===== src/rtl/multicycle_control_unit.sv =====
// Multicycle MIPS control unit: decodes IR, sequences FETCH/DECODE/EXEC/MEM/WB/HALT, drives datapath strobes.
// Optional: define CU_FAST_BRANCH_EN to resolve BEQ/BNE/J/JR in DECODE.
module multicycle_control_unit #(
    parameter int EXEC_CYCLES = 1,
    parameter int CNT_W       = 4
) (
    input  logic        CLK,
    input  logic        nRST,
    input  logic [31:0] instruction,
    input  logic        equal,
    input  logic        ihit,
    input  logic        dhit,
    output logic        iREN,
    output logic        dREN,
    output logic        dWEN,
    output logic        IRWr,
    output logic        PCWr,
    output logic        RegWr,
    output logic [1:0]  PCSrc,
    output logic [1:0]  ALUSrc,
    output logic [1:0]  mem_to_reg,
    output logic [1:0]  reg_dest,
    output logic [3:0]  alu_op,
    output logic        extend,
    output logic [4:0]  Rs,
    output logic [4:0]  Rt,
    output logic [4:0]  Rd,
    output logic [15:0] imm16,
    output logic [25:0] addr,
    output logic [2:0]  state,
    output logic        halt
);
    typedef enum logic [2:0] {
        S_FETCH = 3'd0, S_DECODE = 3'd1, S_EXEC = 3'd2,
        S_MEM = 3'd3, S_WB = 3'd4, S_HALT = 3'd5
    } state_t;

    typedef enum logic [3:0] {
        C_RALU, C_IALU, C_LW, C_SW, C_BEQ, C_BNE,
        C_J, C_JR, C_JAL, C_HALT, C_BAD
    } iclass_t;

    localparam logic [1:0] PC_NEXT = 2'd0, PC_BRANCH = 2'd1, PC_JUMP = 2'd2, PC_REG = 2'd3;
    localparam logic [3:0] ALU_SLL = 4'd0, ALU_SRL = 4'd1, ALU_ADD = 4'd2, ALU_SUB = 4'd3,
                           ALU_AND = 4'd4, ALU_OR = 4'd5, ALU_XOR = 4'd6, ALU_NOR = 4'd7,
                           ALU_SLT = 4'd8, ALU_SLTU = 4'd9;
    localparam logic [CNT_W-1:0] EXEC_LOAD = CNT_W'(EXEC_CYCLES - 1);

    state_t            state_q, state_d;
    logic [CNT_W-1:0]  cnt_q, cnt_d;
    iclass_t           cls_s;
    logic              redirect_s;
    logic [1:0]        redirect_src_s;
    logic              iren_s, dren_s, dwen_s, irwr_s, pcwr_s, regwr_s;
    logic [5:0]        opcode_s, funct_s;

    assign opcode_s = instruction[31:26];
    assign funct_s  = instruction[5:0];
    assign Rs       = instruction[25:21];
    assign Rt       = instruction[20:16];
    assign Rd       = instruction[15:11];
    assign imm16    = instruction[15:0];
    assign addr     = instruction[25:0];

    // Instruction decode: class, ALU control, extension and writeback selects
    always_comb begin
        cls_s      = C_BAD;
        alu_op     = ALU_ADD;
        ALUSrc     = 2'd0;
        extend     = 1'b1;
        reg_dest   = 2'd0;
        mem_to_reg = 2'd0;
        case (opcode_s)
            6'b000000: begin
                cls_s = C_RALU;
                case (funct_s)
                    6'b000000: alu_op = ALU_SLL;
                    6'b000010: alu_op = ALU_SRL;
                    6'b001000: cls_s  = C_JR;
                    6'b100000, 6'b100001: alu_op = ALU_ADD;
                    6'b100010, 6'b100011: alu_op = ALU_SUB;
                    6'b100100: alu_op = ALU_AND;
                    6'b100101: alu_op = ALU_OR;
                    6'b100110: alu_op = ALU_XOR;
                    6'b100111: alu_op = ALU_NOR;
                    6'b101010: alu_op = ALU_SLT;
                    6'b101011: alu_op = ALU_SLTU;
                    default:   cls_s  = C_BAD;
                endcase
            end
            6'b000010: cls_s = C_J;
            6'b000011: begin cls_s = C_JAL; reg_dest = 2'd2; mem_to_reg = 2'd2; end
            6'b000100: begin cls_s = C_BEQ; alu_op = ALU_SUB; end
            6'b000101: begin cls_s = C_BNE; alu_op = ALU_SUB; end
            6'b001000, 6'b001001: begin cls_s = C_IALU; ALUSrc = 2'd1; reg_dest = 2'd1; end
            6'b001010: begin cls_s = C_IALU; ALUSrc = 2'd1; reg_dest = 2'd1; alu_op = ALU_SLT; end
            6'b001011: begin cls_s = C_IALU; ALUSrc = 2'd1; reg_dest = 2'd1; alu_op = ALU_SLTU; end
            6'b001100: begin cls_s = C_IALU; ALUSrc = 2'd1; reg_dest = 2'd1; alu_op = ALU_AND; extend = 1'b0; end
            6'b001101: begin cls_s = C_IALU; ALUSrc = 2'd1; reg_dest = 2'd1; alu_op = ALU_OR;  extend = 1'b0; end
            6'b001110: begin cls_s = C_IALU; ALUSrc = 2'd1; reg_dest = 2'd1; alu_op = ALU_XOR; extend = 1'b0; end
            // LUI: the datapath presents imm16<<16 on ALUSrc=2 and ORs it with zero
            6'b001111: begin cls_s = C_IALU; ALUSrc = 2'd2; reg_dest = 2'd1; alu_op = ALU_OR;  extend = 1'b0; end
            6'b100011: begin cls_s = C_LW; ALUSrc = 2'd1; reg_dest = 2'd1; mem_to_reg = 2'd1; end
            6'b101011: begin cls_s = C_SW; ALUSrc = 2'd1; end
            6'b111111: cls_s = C_HALT;
            default:   cls_s = C_BAD;
        endcase
    end

    // PC redirect decision for control-flow instructions
    always_comb begin
        redirect_s     = 1'b0;
        redirect_src_s = PC_NEXT;
        case (cls_s)
            C_BEQ:        begin redirect_s = equal;  redirect_src_s = PC_BRANCH; end
            C_BNE:        begin redirect_s = !equal; redirect_src_s = PC_BRANCH; end
            C_J, C_JAL:   begin redirect_s = 1'b1;   redirect_src_s = PC_JUMP;   end
            C_JR:         begin redirect_s = 1'b1;   redirect_src_s = PC_REG;    end
            default:      begin redirect_s = 1'b0;   redirect_src_s = PC_NEXT;   end
        endcase
    end

    // State and EXEC counter registers
    always_ff @(posedge CLK or negedge nRST) begin
        if (!nRST) begin
            state_q <= S_FETCH;
            cnt_q   <= '0;
        end else begin
            state_q <= state_d;
            cnt_q   <= cnt_d;
        end
    end

    // Next-state and strobe logic
    always_comb begin
        state_d = state_q;
        cnt_d   = cnt_q;
        iren_s  = 1'b0;
        dren_s  = 1'b0;
        dwen_s  = 1'b0;
        irwr_s  = 1'b0;
        pcwr_s  = 1'b0;
        regwr_s = 1'b0;
        PCSrc   = PC_NEXT;
        case (state_q)
            S_FETCH: begin
                iren_s = 1'b1;
                if (ihit) begin
                    irwr_s  = 1'b1;
                    pcwr_s  = 1'b1;
                    state_d = S_DECODE;
                end else begin
                    state_d = S_FETCH;
                end
            end
            S_DECODE: begin
                if (cls_s == C_HALT) begin
                    state_d = S_HALT;
                end
`ifdef CU_FAST_BRANCH_EN
                else if (cls_s == C_BEQ || cls_s == C_BNE || cls_s == C_J || cls_s == C_JR) begin
                    pcwr_s  = redirect_s;
                    PCSrc   = redirect_src_s;
                    state_d = S_FETCH;
                end
`endif
                else begin
                    state_d = S_EXEC;
                    cnt_d   = EXEC_LOAD;
                end
            end
            S_EXEC: begin
                if (cnt_q == '0) begin
                    case (cls_s)
                        C_RALU, C_IALU: state_d = S_WB;
                        C_LW, C_SW:     state_d = S_MEM;
                        C_BEQ, C_BNE, C_J, C_JR: begin
                            pcwr_s  = redirect_s;
                            PCSrc   = redirect_src_s;
                            state_d = S_FETCH;
                        end
                        C_JAL: begin
                            pcwr_s  = 1'b1;
                            PCSrc   = PC_JUMP;
                            state_d = S_WB;
                        end
                        default: state_d = S_FETCH;
                    endcase
                end else begin
                    cnt_d = cnt_q - CNT_W'(1);
                end
            end
            S_MEM: begin
                if (cls_s == C_LW) begin
                    dren_s  = 1'b1;
                    state_d = dhit ? S_WB : S_MEM;
                end else if (cls_s == C_SW) begin
                    dwen_s  = 1'b1;
                    state_d = dhit ? S_FETCH : S_MEM;
                end else begin
                    state_d = S_FETCH;
                end
            end
            S_WB: begin
                regwr_s = 1'b1;
                state_d = S_FETCH;
            end
            S_HALT:  state_d = S_HALT;
            default: state_d = S_FETCH;
        endcase
    end

    // Strobes are forced low combinationally while reset is held
    assign iREN  = iren_s  & nRST;
    assign dREN  = dren_s  & nRST;
    assign dWEN  = dwen_s  & nRST;
    assign IRWr  = irwr_s  & nRST;
    assign PCWr  = pcwr_s  & nRST;
    assign RegWr = regwr_s & nRST;
    assign state = state_q;
    assign halt  = (state_q == S_HALT);
endmodule


===== config.mk =====
export PLATFORM = sky130hd
export DESIGN_NAME = multicycle_control_unit
export DESIGN_NICKNAME = d
export VERILOG_FILES = /design/src/rtl/multicycle_control_unit.sv
export SDC_FILE = /design/constraint.sdc
export NUM_CORES = 1
export LEC_CHECK = 0
export CORE_MARGIN = 2
export CORE_UTILIZATION = 37
export DETAILED_ROUTE_END_ITERATION = 10
export PLACE_DENSITY_LB_ADDON = 0.15
export SLEW_MARGIN = 20
export SYNTH_ARGS = -nofsm -noshare
export SYNTH_HDL_FRONTEND = slang
export SYNTH_SLANG_ARGS = --single-unit

===== constraint.sdc =====
create_clock -name CLK -period 4.5 [get_ports CLK]
set_input_delay 0.675 -clock CLK [delete_from_list [all_inputs] [get_ports CLK]]
set_output_delay 0.675 -clock CLK [all_outputs]
set_load 0.05 [all_outputs]

==> flow_summary.json <==
{
  "outcome": "completed",
  "synth.yosys.seq_area_share_pct": 11.8,
  "grt_pass1_wl_mm": 5.67,
  "ff2ff_setup_slack_ns": 2.67,
  "antenna_found_initial": 0,
  "synth_edf_count": 0,
  "tightest_slew_ns": 0.611,
  "cp_max_fo": 11,
  "grt_pass1_vias": 1265,
  "netlist_top_cells_area": "buf_4 (30%), dfrtp_1 (12%), nand2_1 (4.3%)",
  "drc": 0,
  "pin_count": 117,
  "layout-drive-gt1-share_pct": 7.65,
  "pre_cts_ws_ns": 0.491,
  "clock_latency_ns": 0.22,
  "cts_htree_levels": 1,
  "hold_path.class": "flip-flop to flip-flop",
  "ys_seq_elements": 7,
  "power_mw": 0.599,
  "fin_crit_ns": 4.04,
  "cp-endpoint": "dWEN",
  "dieArea_mm2": 0.00455,
  "finalNetCount": 236,
  "rsz0062_at_grt": "false",
  "core-area_mm2": 0.00394,
  "fp-row-count": 23,
  "cts_buffers": 3,
  "slew_viol_final": 0,
  "fp.dieW_um": 67.5,
  "drv_cap": 0,
  "synthCells": 204,
  "placed_cells": 242,
  "grt_remaining_overflow": 0,
  "final.setup.tns_ns": 0,
  "stdcell_count": 246,
  "clock_path_buffers": 2,
  "clock_skew_ns": 0.00186,
  "cts_tree": "done",
  "fin_crit_sh_pct": 89.8,
  "die_h_um": 67.5,
  "startpoint": "instruction[28]",
  "required_ns": 3.83,
  "yosys_warnings": 0,
  "synthesis.nets": 243,
  "fmax_mhz": 247,
  "io_buffer_count": 51,
  "post_cts_resized": 0,
  "setup_viol": 0,
  "antenna_left": 0,
  "start_util_pct": 37.8,
  "syn_to_final_growth_pct": 10.5,
  "path_class": "input pin to primary output",
  "postCtsSetupBuffers": 0,
  "vias": 1366,
  "clock_sinks": 7,
  "num_antenna_cells": 0,
  "slew_headroom_pct": 59.1,
  "gp_congestion": 0.805,
  "cts_root_buffer": "clkbuf_8",
  "synth_largest_area_cell": "buf_4",
  "synth_top_area_share_pct": 30.2,
  "max-vdd-ir-drop_uv": 103,
  "wl_per_cell_um": 14.5,
  "synth.distinct_cells": 54,
  "reg2reg_to": "cnt_q[0]$_DFFE_PN0P_",
  "synthFlopType": "dfrtp_1",
  "fin_ws_ns": 0.458,
  "endpoint_kind": "primary output",
  "clk_pin_slew_ns": 0.04,
  "power_leakage_nw": 0.658,
  "drtIter0Drc": 91,
  "syn_area_per_cell_um2": 7.30,
  "power.density_mw_per_mm2": 364,
  "drt_pre_antenna_iters": 4,
  "reg2reg_from": "cnt_q[0]$_DFFE_PN0P_",
  "worstPathArrival_ns": 3.37,
  "grt_max_degree": 19,
  "async_flop_share_pct": 100,
  "hold_violations": 0,
  "avgViaCountPerCell": 5.55,
  "rr_worst_depth": 7,
  "track_usage_pct": 15.9,
  "hpwl_mm": 2.84,
  "ctsHoldBuffers": 0,
  "totalWireLength_mm": 3.57,
  "start_kind": "input pin",
  "syn-cell-area_mm2": 0.00149
}
## where the power goes
group	switching, mW	total (mW)	internal [mW]	leakage (nW)
registers	0.0422	0.134	0.0916	0.0915
logic	0.233	0.379	0.146	0.543
clock network	0.0255	0.0867	0.0611	0.0228
## synthesized netlist by cell type, types with 2 or more instances
cell type,count
dfrtp_1,7
nand2_1,17
o21bai_1,2
nand3_1,3
nor3b_1,2
nor4_1,5
nor3_1,4
and4_1,2
and3b_1,2
buf_2,3
clkbuf_1,2
xor2_1,2
inv_1,6
o22ai_1,2
ha_1,2
o211a_1,2
nor4b_2,2
a21oi_1,10
a21o_1,2
buf_4,60
and3_1,4
nor2b_1,3
nand2b_1,4
nor2_1,16
o21ai_0,9
o31ai_1,2
and2_1,2
## critical path: stages
cell and delay (ns):
clkdlybuf4s50_1 0.52, buf_4 0.23, nor4_1 0.44, and4bb_4 0.31, nor3_1 0.08, nor4b_2 0.26
clkdlybuf4s50_1 0.84
## stage by stage
stage	area, um^2	hold WS, ns	util [%]
after floorplan	1490	0.379	-
after global placement	1600	0.498	40.6
final	1650	0.515	41.8
after CTS	1650	0.528	41.8
after detailed placement	1600	0.520	40.6
after global routing	1650	0.549	41.8
## cell families after synthesis
logic type               Yosys count  synth area share, %
XOR/XNOR                           2                 1.18
adder cells (fa/ha/maj)            2                 1.68
buffers and inverters             72                 34.0
flip-flops                         7                 11.8
AO/OA/AOI/OAI                     43                 19.2
AND/OR/NAND/NOR                   78                 32.2
## metal layers
metal	vias up	track usage, %	wire length (um)
met5	-	0	0
met4	0	6.12	46
met3	8	2.83	304
met2	83	27.9	1810
met1	628	18.9	1400
li1	647	-	-
## cells in the final DEF, fill, tap and decap left out, drive strengths merged, types with 3 or more instances in the layout
cell type      count
clkbuf             4
inv                6
nor2              17
buf                3
nor2b              3
nor4b              3
nand3              3
dfrtp              7
nor4               6
nor3               4
o21ai             10
nand2             17
and3               5
a21oi             11
nand2b             4
clkdlybuf4s50     51
## area by class of cell
| class | instances | area, um^2 |
|---|---|---|
| fill | 398 | 2300 |
| multi-input combinational | 125 | 808 |
| clock buffer | 4 | 45.0 |
| sequential | 7 | 175 |
| tap | 50 | 62.6 |
| timing repair buffer | 54 | 533 |
| inverter | 6 | 22.5 |
## state kept, by name (all words and copies together), names as in the netlist
signal and flops:
cnt_q 4, state 3
## worst min-delay path by stage
| stage | startpoint | to | cells after the start |
|---|---|---|---|
| 2_1_floorplan | nRST | cnt_q[0]$_DFFE_PN0P_ | 0 |
| 3_3_place_gp | cnt_q[1]$_DFFE_PN0P_ | cnt_q[1]$_DFFE_PN0P_ | 2 |
| 3_5_place_dp | cnt_q[1]$_DFFE_PN0P_ | cnt_q[1]$_DFFE_PN0P_ | 2 |
| 4_1_cts | cnt_q[1]$_DFFE_PN0P_ | cnt_q[1]$_DFFE_PN0P_ | 2 |
| 5_1_grt | cnt_q[1]$_DFFE_PN0P_ | cnt_q[1]$_DFFE_PN0P_ | 2 |
| 6_report | cnt_q[1]$_DFFE_PN0P_ | cnt_q[1]$_DFFE_PN0P_ | 2 |
Power figures use the tool's default switching activity.
